### config.mk
export PLATFORM = sky130hd
export DESIGN_NAME = debounce_pulse_array
export DESIGN_NICKNAME = d
export VERILOG_FILES = /design/src/rtl/btn_pkg.sv /design/src/rtl/debounce_channel.sv /design/src/rtl/debounce_pulse_array.sv
export SDC_FILE = /design/constraint.sdc
export NUM_CORES = 1
export LEC_CHECK = 0
export ABC_AREA = 1
export BUFFER_PORTS_ARGS = -buffer_cell sky130_fd_sc_hd__buf_2
export CORE_ASPECT_RATIO = 1.4
export CORE_MARGIN = 4
export CORE_UTILIZATION = 59
export CTS_BUF_LIST = sky130_fd_sc_hd__clkbuf_8
export DETAILED_ROUTE_END_ITERATION = 10
export GPL_TIMING_DRIVEN = 0
export PLACE_DENSITY = 0.87
export SLEW_MARGIN = 25
export SYNTH_ARGS = -nofsm -noshare
export SYNTH_HDL_FRONTEND = slang
export SYNTH_SLANG_ARGS = --single-unit
### constraint.sdc
create_clock -name CLK_FPGA -period 3.2 [get_ports CLK_FPGA]
set_clock_uncertainty 0.05 [all_clocks]
set_input_delay 0.16 -clock CLK_FPGA [delete_from_list [all_inputs] [get_ports CLK_FPGA]]
set_output_delay 0.16 -clock CLK_FPGA [all_outputs]
set_load 0.01 [all_outputs]
### src/rtl/btn_pkg.sv
// Shared types for the push-button front end: edge-mode encodings, the
// per-channel press/hold/repeat state and a small constant helper.
package btn_pkg;

  typedef enum logic [1:0] {
    EDGE_PRESS   = 2'd0,
    EDGE_RELEASE = 2'd1,
    EDGE_BOTH    = 2'd2
  } edge_mode_e;

  typedef enum logic [1:0] {
    REL,
    HOLD,
    RPT
  } btn_state_e;

  function automatic int max_int(input int a, input int b);
    return (a > b) ? a : b;
  endfunction

endpackage

### src/rtl/debounce_channel.sv
// One button channel: 2-flop synchroniser, stable-count debounce, edge pulse
// generation and a hold/auto-repeat FSM driving a single-cycle strobe.
module debounce_channel
  import btn_pkg::*;
#(
  parameter int DEBOUNCE_CYCLES = 16,
  parameter int ACTIVE_LOW      = 1,
  parameter int EDGE_MODE       = 0,
  parameter int HOLD_CYCLES     = 0,
  parameter int REPEAT_CYCLES   = 8
) (
  input  logic CLK_FPGA,
  input  logic RST_N,
  input  logic btn,
  output logic level,
  output logic pulse
);

  localparam int DW = $clog2(DEBOUNCE_CYCLES) + 1;
  localparam int HW = $clog2(max_int(HOLD_CYCLES, REPEAT_CYCLES)) + 1;

  localparam logic IDLE_PIN         = (ACTIVE_LOW != 0);
  localparam logic PULSE_ON_PRESS   = (EDGE_MODE != int'(EDGE_RELEASE));
  localparam logic PULSE_ON_RELEASE = (EDGE_MODE != int'(EDGE_PRESS));

  localparam logic [DW-1:0] DB_LAST   = DW'(DEBOUNCE_CYCLES - 1);
  localparam logic [HW-1:0] HOLD_LAST = HW'(HOLD_CYCLES - 1);
  localparam logic [HW-1:0] RPT_LAST  = HW'(REPEAT_CYCLES - 1);

  logic [1:0]    sync_q;
  logic          s;
  logic [DW-1:0] db_cnt, db_cnt_next;
  logic          db_done, rise, fall;
  btn_state_e    state, state_next;
  logic [HW-1:0] hold_cnt, hold_cnt_next;
  logic          rpt_fire, pulse_next;

  // Preset to the released pin level so leaving reset never looks like a press.
  always_ff @(posedge CLK_FPGA or negedge RST_N) begin
    if (!RST_N) sync_q <= {2{IDLE_PIN}};
    else        sync_q <= {sync_q[0], btn};
  end

  assign s = sync_q[1] ^ IDLE_PIN;

  always_comb begin
    db_done     = (s != level) && (db_cnt == DB_LAST);
    rise        = db_done & ~level;
    fall        = db_done & level;
    db_cnt_next = ((s == level) || db_done) ? '0 : db_cnt + DW'(1);
  end

  // A release on the edge a repeat is due takes priority and suppresses it.
  always_comb begin
    state_next    = state;
    hold_cnt_next = hold_cnt;
    rpt_fire      = 1'b0;
    case (state)
      REL: begin
        if (rise) begin
          state_next    = HOLD;
          hold_cnt_next = '0;
        end
      end
      HOLD: begin
        if (fall) begin
          state_next    = REL;
          hold_cnt_next = '0;
        end else if (HOLD_CYCLES != 0) begin
          if (hold_cnt == HOLD_LAST) begin
            state_next    = RPT;
            hold_cnt_next = '0;
            rpt_fire      = 1'b1;
          end else begin
            hold_cnt_next = hold_cnt + HW'(1);
          end
        end
      end
      RPT: begin
        if (fall) begin
          state_next    = REL;
          hold_cnt_next = '0;
        end else if (hold_cnt == RPT_LAST) begin
          hold_cnt_next = '0;
          rpt_fire      = 1'b1;
        end else begin
          hold_cnt_next = hold_cnt + HW'(1);
        end
      end
      default: begin
        state_next    = REL;
        hold_cnt_next = '0;
      end
    endcase
    pulse_next = ((rise | rpt_fire) & PULSE_ON_PRESS) | (fall & PULSE_ON_RELEASE);
  end

  always_ff @(posedge CLK_FPGA or negedge RST_N) begin
    if (!RST_N) begin
      level    <= 1'b0;
      pulse    <= 1'b0;
      db_cnt   <= '0;
      state    <= REL;
      hold_cnt <= '0;
    end else begin
      level    <= level ^ db_done;
      pulse    <= pulse_next;
      db_cnt   <= db_cnt_next;
      state    <= state_next;
      hold_cnt <= hold_cnt_next;
    end
  end

endmodule

### src/rtl/debounce_pulse_array.sv
// N-channel button front end: one independent debounce_channel per pin,
// the top level only slices the buses.
module debounce_pulse_array #(
  parameter int N_CH            = 4,
  parameter int DEBOUNCE_CYCLES = 16,
  parameter int ACTIVE_LOW      = 1,
  parameter int EDGE_MODE       = 0,
  parameter int HOLD_CYCLES     = 0,
  parameter int REPEAT_CYCLES   = 8
) (
  input  logic            CLK_FPGA,
  input  logic            RST_N,
  input  logic [N_CH-1:0] Btn,
  output logic [N_CH-1:0] Level,
  output logic [N_CH-1:0] Pulse
);

  for (genvar i = 0; i < N_CH; i++) begin : g_ch
    debounce_channel #(
      .DEBOUNCE_CYCLES(DEBOUNCE_CYCLES),
      .ACTIVE_LOW     (ACTIVE_LOW),
      .EDGE_MODE      (EDGE_MODE),
      .HOLD_CYCLES    (HOLD_CYCLES),
      .REPEAT_CYCLES  (REPEAT_CYCLES)
    ) u_ch (
      .CLK_FPGA(CLK_FPGA),
      .RST_N   (RST_N),
      .btn     (Btn[i]),
      .level   (Level[i]),
      .pulse   (Pulse[i])
    );
  end

endmodule

* Word-level counts from Yosys, hierarchy flattened
Index checks and enable logic that the tools add are counted.
Cells by class: $add $sub $neg 8, equal/unequal tests 36, muxes and demuxes 48, bitwise operators 24, reductions and logical operators 24
Operators with widths (count):
- 4-bit 2-to-1 mux | 16
- 4-bit case mux with 3 select lines | 4
- 2-bit by 1-bit inequality test with 1-bit output, second input constant | 12
- 5-bit by 1-bit adder with 5-bit output, second input constant | 4
- 5-bit by 4-bit equality test with 1-bit output, second input constant | 4
- 5-bit 2-to-1 mux | 4
- 4-bit by 1-bit adder with 4-bit output, second input constant | 4
- 4-bit by 3-bit equality test with 1-bit output, second input constant | 4
- 2-bit 2-to-1 mux | 8
- 2-bit case mux with 2 select lines | 4
- 2-bit AND reduction | 8
- 1-bit 2-to-1 mux | 12
- 1-bit bitwise AND | 8
- 2-bit by 1-bit equality test with 1-bit output, second input constant | 4
- 2-bit equality test, second input constant | 4
- 2-bit logical NOT | 4
- 1-bit NOT | 8
- 2-bit OR reduction | 4
- 1-bit equality test | 4
- 1-bit logical AND | 4
- 1-bit logical OR | 4
- 1-bit inequality test | 4
- 1-bit OR | 4
- 1-bit XOR | 4
Word-level totals: register bits 60, bits of input ports 6, output and inout port bits 8, logic and storage cells 164

* Depth between registers and ports, before layout
depth in word-level cells 7, mapped depth 8, depth with buffers taken out 8

* By module
A second synthesis with hierarchy kept.
Unflattened totals: cells, all modules 144, area total of the unflattened synthesis 1539.0 µm²
Modules (own cells, without submodules):
- debounce_channel (g_ch[0].u_ch ...) | instances 3, cells each 36, area each 385.4 µm², seq. area each 227.7 µm²
- debounce_channel (g_ch[3].u_ch) | instances 1, cells each 36, area each 382.9 µm², seq. area each 227.7 µm²

* Least setup slack after synthesis
No wires, ideal clock.
path type register to register, start point reg g_ch[3].u_ch.db_cnt[0], end point reg g_ch[3].u_ch.level, setup time 0.113 ns, data arrival time 1.285 ns, data required time 3.037 ns, slack 1.752 ns, cell stages (with the launch flop) 9, buffers on the path 0, period minus slack after synthesis 1.448 ns, path through dfrtp_1 ha_1 nand2_1 nor2_1 ha_1 inv_1 nor2_1 ha_1 inv_1
Between the ends: cells in the longest elaborated chain, start to end 3
RTL lines:
- start, declared | RTL line debounce_channel.sv:32 | logic [DW-1:0] db_cnt, db_cnt_next;
- start signal, assigned | RTL line debounce_channel.sv:108 | db_cnt <= db_cnt_next;
- 5-bit by 4-bit equality test with 1-bit output | RTL line debounce_channel.sv:47 | db_done = (s != level) && (db_cnt == DB_LAST);
- 1-bit logical AND | RTL line debounce_channel.sv:47
- 1-bit XOR | RTL line debounce_channel.sv:106 | level <= level ^ db_done;
- end signal, assigned | RTL line debounce_channel.sv:106
- end, declared | RTL line debounce_channel.sv:15 | output logic level,
No other way between the ends. A chain may end at the register's enable or synchronous reset.

* Worst setup path in the final report
start point reg g_ch[1].u_ch.db_cnt[0], end point reg g_ch[1].u_ch.level
Between the ends: cells in the longest elaborated chain, start to end 3
RTL lines (RTL line):
- start, declared | debounce_channel.sv:32
- start signal, assigned | debounce_channel.sv:108
- 5-bit by 4-bit equality test with 1-bit output | debounce_channel.sv:47
- 1-bit logical AND | debounce_channel.sv:47
- 1-bit XOR | debounce_channel.sv:106
- end signal, assigned | debounce_channel.sv:106
- end, declared | debounce_channel.sv:15
No other way between the ends.

==> out/summary.txt <==
status: completed
final setup violation count: 0
Hold Vio Cnt, Final: 0
Core Footprint: 0.00247 mm2
Overall Global Routing Usage: 0.182
Max Slew Vio Count: 0
DR WL/cell: 11.3 um
maximum clock insertion buffer count: 2
Synth Instances: 152
Worst EP arrival: 1710 ps
CTS tree: built
# H-tree levels: 2
Critical Path End Type: flip-flop
Remaining DRCs: 0
RePlAce Congestion: 0.674
Leak: 0.965 nW
min Tclk post-route: 1580 ps
register area share after synthesis: 0.583
DRT iter0 DRCs: 21
Final #Nets: 195
PwrDens: 473 mW/mm2
total power: 0.856 mW
Avg Synthesized Cell Area: 10.3 um2
area taken by flip-flops and latches: 911 um2
Final ANT Viol Nets: 0
synth top area cells: dfrtp_1 (45%), dfstp_2 (13%), ha_1 (9.6%)
post-DP HPWL: 1.79 mm
Setup WS pre-CTS: 1620 ps
Die Y-Extent: 68.9 um
WHS: 305 ps
Setup crit start kind: flip-flop
Max Clock Freq: 633 MHz
PortBufs: 13
Critical Path Fanout Max: 4
Routed Wire Length: 2.40 mm
vias in the first global route: 1062
# rows: 21
CTS buffer count: 5
most common cell after layout, fill and taps aside: dfrtp_1
Mapped Area: 0.00156 mm2
maximum VDD drop: 363 uV
Yosys reg bits: 36
post-synth top area share: 0.449
worst setup margin: 1620 ps
Fillers: 196
area of the die: 0.00355 mm2
RSZ-0062 raised after global routing: no
Final period util: 0.494
vias after detailed routing: 995
Slew headroom: 0.501
clock slew at reported path FFs: 70 ps
Layout area overhead: 15.9%
critical path required time: 3330 ps
Ports: 14
syn nets: 170
Root Driver: clkbuf_8
TNS Setup: 0 ps
number of antenna diodes: 0
most frequent cells in the layout: dfrtp_1 (28), inv_1 (27), nor2_1 (24)
Hold Crit Class: reg2reg
DR vias/cell: 4.69
Synth area leader: dfrtp_1
layout cells sized above 1: 0.281
initial antenna violation count: 0
critical path class: reg2reg
die width: 51.5 um
Initial Util: 0.632
worst slew pin tran: 748 ps
DRT Pass-1 Iters: 4
largest net degree at the start of global routing: 37
worst skew pair latency: 280 ps
Yosys warnings: 0
first-pass GRT wire length: 4.55 mm
Multi-input gate area: 485 um2
GRT overflow: 0
CTS Sinks: 36
Max-Cap Viols: 0
# resized after CTS: 0
Netlist cell types: 14
[registers in the layout (all words and copies together), names as in the netlist]
signal,flops
g_ch.u_ch.sync_q,8
g_ch.u_ch.db_cnt,20
g_ch.u_ch.level,4
g_ch.u_ch.pulse,4
[worst paths after layout]
| kind | cells past startpoint | from | slack, ps | endpoint |
|---|---|---|---|---|
| setup reg to reg | 8 | g_ch[1].u_ch.db_cnt[0] | 1620 | g_ch[1].u_ch.level |
| hold / removal | 0 | g_ch[0].u_ch.sync_q[0] | 310 | g_ch[0].u_ch.sync_q[1] |
| min in group asynchronous | 2 | RST_N | 430 | g_ch[1].u_ch.db_cnt[2] |
| setup / recovery | 8 | g_ch[1].u_ch.db_cnt[0] | 1620 | g_ch[1].u_ch.level |
| max in group asynchronous | 2 | RST_N | 2190 | g_ch[3].u_ch.db_cnt[4] |
| hold reg to reg | 0 | g_ch[0].u_ch.sync_q[0] | 310 | g_ch[0].u_ch.sync_q[1] |
[layout make-up]
class                      instances  share of cell area
timing repair buffer              18              0.0636
multi-input combinational         80               0.268
buffer                             8              0.0332
clock inverter                     2             0.00415
inverter                          28              0.0581
sequential                        36               0.503
tap                               34              0.0235
clock buffer                       6              0.0456
[cell usage after synthesis]
cell type	count
nor2_2	4
nand3_2	4
dfrtp_1	28
ha_1	12
inv_2	3
nand2_1	20
buf_4	8
dfstp_2	8
nand3_1	4
xnor2_1	4
nand4_1	4
nor2_1	24
nand2_2	4
inv_1	25
[kinds of logic (layout without fill, tap and decap cells)]
| family | after synthesis | count (layout) | synth area share |
|---|---|---|---|
| xor+xnor | 4 | 4 | 0.0224 |
| fa+ha+maj | 12 | 12 | 0.0962 |
| buf+inv | 36 | 62 | 0.106 |
| flops | 36 | 36 | 0.583 |
| simple gates | 64 | 64 | 0.192 |
[power breakdown]
part | internal [mW] | switching (mW)
Clock | 0.169 | 0.145
Sequential | 0.477 | 0.0153
Combinational | 0.0219 | 0.0281
Total | 0.668 | 0.189
[worst max-delay path, stage by stage (launching register included)]
cell	delay [ps]
dfrtp_1	420
ha_1	240
nand2_1	70
nor2_1	50
ha_1	200
inv_1	80
nor2_1	50
ha_1	270
inv_1	40
[routing by layer]
metal,track usage,vias up,share of wire
li1,-,499,-
met1,0.186,479,0.37
met2,0.336,12,0.57
met3,0.0581,5,0.036
met4,0.0787,0,0.017
met5,0,-,0
[through the flow]
stage               std cells  area (um2)   util
floorplan                 152        1560      -
global placement          199        1670  0.676
detailed placement        199        1670  0.676
CTS                       212        1810  0.733
global route              212        1810  0.733
finish                    212        1810  0.733
[what timing repair did]
action,CTS,global route
hold buffers,5,0
setup endpoints to repair,0,0
hold endpoints to repair,32,0
setup buffers,0,0
Note: power is estimated with default switching activity, not from simulation.
